$ cat config.mk
export PLATFORM = sky130hd
export DESIGN_NAME = up_loader_ctrl
export DESIGN_NICKNAME = d
export VERILOG_FILES = /design/src/rtl/up_pkg.sv /design/src/rtl/up_loader_timer.sv /design/src/rtl/up_loader_ctrl.sv
export SDC_FILE = /design/constraint.sdc
export NUM_CORES = 1
export LEC_CHECK = 0
export CORE_AREA = 2 2 93 95
export CTS_CLUSTER_SIZE = 10
export DETAILED_ROUTE_END_ITERATION = 10
export DIE_AREA = 0 0 95 97
export HOLD_SLACK_MARGIN = 0.08
export PLACE_DENSITY = 0.83
export SKIP_CTS_REPAIR_TIMING = 1
export SLEW_MARGIN = 20
export SYNTH_ARGS = -nofsm -noshare
export SYNTH_HDL_FRONTEND = slang
export SYNTH_SLANG_ARGS = --single-unit
$ cat constraint.sdc
create_clock -name clk -period 2.1 [get_ports clk]
set_input_delay 0.63 -clock clk [delete_from_list [all_inputs] [get_ports clk]]
set_output_delay 0.63 -clock clk [all_outputs]
set_load 0.02 [all_outputs]
$ cat src/rtl/up_pkg.sv
// Shared constants and loader FSM state encoding for the up system
// program/data memory loader.
package up_pkg;

  localparam logic [7:0]  ACK            = 8'h06;
  localparam logic [7:0]  NAK            = 8'h15;
  localparam logic [7:0]  CMD_W          = 8'h57;
  localparam logic [7:0]  CMD_R          = 8'h52;
  localparam logic [7:0]  CMD_L          = 8'h4C;
  localparam logic [23:0] TIMEOUT_CYCLES = 24'd1_000_000;

  typedef enum logic [2:0] {
    IDLE,
    GET_ADDR,
    GET_CNT,
    GET_DATA,
    WRITE,
    READ,
    RD_WAIT,
    SEND
  } state_t;

  function automatic logic is_cmd(input logic [7:0] b);
    return (b == CMD_W) || (b == CMD_R) || (b == CMD_L);
  endfunction

endpackage

$ cat src/rtl/up_loader_timer.sv
// Inter-byte timeout counter: counts cycles while clear is low and
// saturates at LIMIT, where expired stays high until cleared.
module up_loader_timer
  import up_pkg::*;
#(
  parameter logic [23:0] LIMIT = TIMEOUT_CYCLES
) (
  input  logic clk,
  input  logic nRst,
  input  logic clear,
  output logic expired
);

  logic [23:0] count_reg;

  assign expired = (count_reg == LIMIT);

  always_ff @(posedge clk or negedge nRst) begin
    if (!nRst) begin
      count_reg <= '0;
    end else if (clear) begin
      count_reg <= '0;
    end else if (!expired) begin
      count_reg <= count_reg + 24'd1;
    end
  end

endmodule

$ cat src/rtl/up_loader_ctrl.sv
// UART-driven memory loader and memory-port arbiter: owns the memory port
// and holds the CPU in reset while prog is high, else passes the CPU through.
module up_loader_ctrl
  import up_pkg::*;
#(
  parameter logic [23:0] TIMEOUT = TIMEOUT_CYCLES
) (
  input  logic       clk,
  input  logic       nRst,
  input  logic       prog,
  input  logic       rx_valid,
  input  logic [7:0] rx_data,
  input  logic       tx_busy,
  output logic       tx_start,
  output logic [7:0] tx_data,
  output logic       cpu_nRst,
  input  logic [7:0] cpu_addr,
  input  logic [7:0] cpu_wdata,
  input  logic       cpu_we,
  input  logic       cpu_re,
  output logic [7:0] mem_addr,
  output logic [7:0] mem_wdata,
  output logic       mem_we,
  output logic       mem_re,
  input  logic [7:0] mem_rdata
);

  state_t     state_reg, state_next;
  logic [7:0] opcode_reg, opcode_next;
  logic [7:0] addr_reg, addr_next;
  logic [7:0] count_reg, count_next;
  logic [7:0] data_reg, data_next;
  logic [7:0] tx_data_reg, tx_data_next;
  logic       tx_start_reg, tx_start_next;
  logic       cpu_nrst_reg;
  logic       waiting_byte;
  logic       timer_clear;
  logic       timeout;

  assign waiting_byte = (state_reg == GET_ADDR) || (state_reg == GET_CNT) ||
                        (state_reg == GET_DATA);
  assign timer_clear  = rx_valid || !waiting_byte || !prog;

  up_loader_timer #(
    .LIMIT(TIMEOUT)
  ) u_timer (
    .clk    (clk),
    .nRst   (nRst),
    .clear  (timer_clear),
    .expired(timeout)
  );

  // Port mux: prog selects the owner with no register stage in between.
  assign mem_addr  = prog ? addr_reg : cpu_addr;
  assign mem_wdata = prog ? data_reg : cpu_wdata;
  assign mem_we    = prog ? (state_reg == WRITE) : cpu_we;
  assign mem_re    = prog ? (state_reg == READ) : cpu_re;

  assign tx_start  = tx_start_reg;
  assign tx_data   = tx_data_reg;
  assign cpu_nRst  = cpu_nrst_reg;

  always_ff @(posedge clk or negedge nRst) begin
    if (!nRst) begin
      state_reg    <= IDLE;
      opcode_reg   <= '0;
      addr_reg     <= '0;
      count_reg    <= '0;
      data_reg     <= '0;
      tx_data_reg  <= '0;
      tx_start_reg <= 1'b0;
      cpu_nrst_reg <= 1'b0;
    end else begin
      state_reg    <= state_next;
      opcode_reg   <= opcode_next;
      addr_reg     <= addr_next;
      count_reg    <= count_next;
      data_reg     <= data_next;
      tx_data_reg  <= tx_data_next;
      tx_start_reg <= tx_start_next;
      cpu_nrst_reg <= !prog && (state_reg == IDLE);
    end
  end

  always_comb begin
    state_next    = state_reg;
    opcode_next   = opcode_reg;
    addr_next     = addr_reg;
    count_next    = count_reg;
    data_next     = data_reg;
    tx_data_next  = tx_data_reg;
    tx_start_next = 1'b0;
    if (!prog) begin
      state_next = IDLE;
    end else begin
      case (state_reg)
        IDLE: begin
          if (rx_valid) begin
            if (is_cmd(rx_data)) begin
              opcode_next = rx_data;
              state_next  = GET_ADDR;
            end else begin
              tx_data_next = NAK;
              state_next   = SEND;
            end
          end
        end
        GET_ADDR: begin
          if (rx_valid) begin
            addr_next = rx_data;
            if (opcode_reg == CMD_W)      state_next = GET_DATA;
            else if (opcode_reg == CMD_R) state_next = READ;
            else                          state_next = GET_CNT;
          end else if (timeout) begin
            tx_data_next = NAK;
            state_next   = SEND;
          end
        end
        GET_CNT: begin
          if (rx_valid) begin
            count_next = rx_data;
            state_next = GET_DATA;
          end else if (timeout) begin
            tx_data_next = NAK;
            state_next   = SEND;
          end
        end
        GET_DATA: begin
          if (rx_valid) begin
            data_next  = rx_data;
            state_next = WRITE;
          end else if (timeout) begin
            tx_data_next = NAK;
            state_next   = SEND;
          end
        end
        WRITE: begin
          if (opcode_reg == CMD_L) begin
            addr_next  = addr_reg + 8'd1;
            count_next = count_reg - 8'd1;
            // A count of 0 wraps through 255 down to 1, giving 256 writes.
            if (count_reg == 8'd1) begin
              tx_data_next = ACK;
              state_next   = SEND;
            end else begin
              state_next = GET_DATA;
            end
          end else begin
            tx_data_next = ACK;
            state_next   = SEND;
          end
        end
        READ:    state_next = RD_WAIT;
        RD_WAIT: begin
          tx_data_next = mem_rdata;
          state_next   = SEND;
        end
        SEND: begin
          if (!tx_busy) begin
            tx_start_next = 1'b1;
            state_next    = IDLE;
          end
        end
        default: state_next = IDLE;
      endcase
    end
  end

endmodule

==> reports/results.txt <==
Ports - 67
final setup vio count - 11
Min-Delay Path Class - in2async
post-synthesis sequential area ratio - 0.449
CTS tree - yes
Min Clock Period, post-route - 2.40 ns
CP Launch Type - flip-flop
Die H - 97 microns
multi-input combinational cell area - 2120 sq um
CP Max Fanout - 5
CP Capture Type - flip-flop
CTS sink cnt - 69
synthesized area per cell - 9.57 sq um
Distinct cells, synth - 55
period utilization - 1.14
# fillers - 597
Initial DRC Count - 292
cell chain of the critical path - buf_6, or3_4, nor4_4, a31oi_4, nor3_4, buf_6, mux2_4
synthesized cell area - 3850 sq um
Final #Nets - 562
vias in the first global route - 3650
final instance area - 5360 sq um
CP max stage cell - nor4_4
vias - 3755
Max Fclk - 417 MHz
Final Power - 0.00555 W
total track usage - 0.239
Vias/cell - 5.97
top_reg_cell synth - dfrtp_1
Routed WL - 11.6 mm
static leakage - 2.34 nW
DP Wirelength - 7.71 mm
drt wl/cell - 18.4 microns
first-pass GRT wire length - 17.5 mm
Slew HR - 0.577
GP Congestion - 0.900
Post-DP Area - 4980 sq um
critical path's largest stage delay - 0.46 ns
Buffers on Ports - 66
status - complete, but fails checks
clock skew - 0.00661 ns
core area - 8130 sq um
pwr/cell area - 1040 nW/um^2
largest net degree at the start of global routing - 70
clock buffer depth - 2
GRT Residual Overflow - 0
RSZ-0062 raised after global routing - yes
clock root buffer - clkbuf_8
Final Hold Vio Count - 0
Peak VDD IR - 0.446 mV
Mapped Nets - 446
CP top delay family - simple AND/OR/NAND/NOR gates
width of the die - 95 microns
H-tree Lvls - 3
Tightest Pin Transition - 0.626 ns
initial core utilization - 0.473
failing checks - negative setup slack
# rows - 33
Post-Syn Instances - 402
clock transition at the registers of the reported paths - 0.08 ns
Syn-to-layout area delta - 39.4%
initial antenna violation count - 0
# DRC - 0
EDFF count, synth - 0
max reg flops - 24
Worst Setup Slack, final - -0.296 ns
Max Slew Vio Count - 0
ratio of cells with drive above 1 in the final layout - 0.270
Worst path most repeated cell - buf_6
maxcap violations - 0
FF/Latch Area - 1730 sq um
WP data arrival - 2.64 ns
WP data required - 2.34 ns
synth warn - 0
Final Util - 0.659
CP Buf/Inv Count - 2
Num CTS Buffers - 9
Clock Latency Late Sink - 0.36 ns
flops & latches, synth - 69
drt first pass iters - 5
die area - 9220 sq um
Async SR Flop Fraction - 1.00
ANT nets after route - 0
Setup Total Neg Slack - -1.87 ns
Crit Path Class - reg2reg
metrics by stage:
step | hold WS [ns] | setup slack (ns) | cells
after detailed placement | 0.485 | -0.849 | 606
after global placement | 0.470 | -0.824 | 606
after global routing | 0.306 | -0.315 | 628
final | 0.260 | -0.296 | 629
after floorplan | 0.334 | -0.0656 | 402
after CTS | 0.303 | -0.854 | 622
cells in the mapped netlist, drive strengths merged (4+ instances only):
cell | instances | area share
a31oi | 7 | 0.011
nor3 | 20 | 0.029
o21ai | 26 | 0.034
a21oi | 29 | 0.038
xnor2 | 14 | 0.032
ha | 5 | 0.016
or3 | 7 | 0.011
inv | 17 | 0.017
buf | 8 | 0.0091
clkbuf | 7 | 0.0068
nor2 | 40 | 0.039
nand2 | 26 | 0.025
nand2b | 4 | 0.0065
mux2 | 30 | 0.093
nand3 | 20 | 0.026
dfrtp | 69 | 0.45
nor4 | 9 | 0.016
xor2 | 4 | 0.0091
and3 | 4 | 0.0065
a22o | 5 | 0.011
and4 | 4 | 0.0091
cell usage in the layout, fill, tap and decap left out, types with 4 or more instances in the layout:
| cell | synthesis | final |
|---|---|---|
| mux2_4 | 5 | 7 |
| buf_6 | 0 | 11 |
| clkbuf_8 | 0 | 10 |
| buf_4 | 0 | 44 |
| inv_1 | 17 | 17 |
| dlymetal6s2s_1 | 0 | 10 |
| and3_1 | 4 | 4 |
| nor4_1 | 8 | 6 |
| a22o_1 | 5 | 5 |
| mux2_2 | 25 | 23 |
| ha_1 | 5 | 5 |
| or3_1 | 7 | 6 |
| a21oi_1 | 29 | 28 |
| clkdlybuf4s50_1 | 0 | 36 |
| dfrtp_1 | 69 | 68 |
| xnor2_1 | 14 | 14 |
| nand3_1 | 20 | 20 |
| xor2_1 | 4 | 4 |
| o21ai_0 | 24 | 24 |
| nor3_1 | 19 | 16 |
| nor2_1 | 40 | 39 |
| nand2_1 | 26 | 26 |
| nand2b_1 | 4 | 4 |
| a31oi_1 | 7 | 6 |
| clkbuf_2 | 0 | 13 |
kinds of logic after synthesis:
family | Yosys count | share of synthesized area
flip-flops | 69 | 0.449
adder cells (fa/ha/maj) | 6 | 0.0189
AND/OR/NAND/NOR | 156 | 0.216
XOR/XNOR | 18 | 0.0410
buffers and inverters | 33 | 0.0335
multiplexers | 31 | 0.0953
AO/OA/AOI/OAI | 89 | 0.147
layer usage:
| metal | GRT usage | vias to the layer above | wire length [microns] |
|---|---|---|---|
| met2 | 0.393 | 186 | 5890 |
| met4 | 0.0981 | 0 | 503 |
| met3 | 0.0491 | 47 | 766 |
| li1 | - | 1696 | - |
| met5 | 0 | - | 0 |
| met1 | 0.304 | 1826 | 4390 |
layout make-up:
cell class	count	share of cell area
Clock inverter	5	0.0156
Antenna cell	1	0.000467
Sequential cell	69	0.322
Multi-Input combinational cell	300	0.395
Inverter	18	0.0126
Clock buffer	11	0.0264
Timing Repair Buffer	120	0.203
Tap cell	105	0.0245
path summary, 6_finish.rpt:
| kind | from | to | slack [ns] | cells after the start |
|---|---|---|---|---|
| min | nRst | cpu_nRst$_DFF_PN0_ | 0.26 | 2 |
| min reg2reg | tx_data[5]$_DFFE_PN0P_ | tx_data[5]$_DFFE_PN0P_ | 0.51 | 1 |
| min in group clk | tx_data[5]$_DFFE_PN0P_ | tx_data[5]$_DFFE_PN0P_ | 0.51 | 1 |
| max | state_reg[1]$_DFFE_PN0P_ | opcode_reg[4]$_DFFE_PN0P_ | -0.30 | 7 |
| max reg2reg | state_reg[1]$_DFFE_PN0P_ | opcode_reg[4]$_DFFE_PN0P_ | -0.30 | 7 |
| max in group asynchronous | nRst | addr_reg[6]$_DFFE_PN0P_ | 1.50 | 2 |
where the power goes:
group          switching [W]  leakage (nW)  internal (W)  total (W)
clock               0.000523         0.106      0.000703    0.00123
combinational        0.00124          1.33       0.00111    0.00235
sequential          0.000305         0.899       0.00167    0.00198
total                0.00207          2.34       0.00348    0.00555
Note: power is estimated with default switching activity, not from simulation.
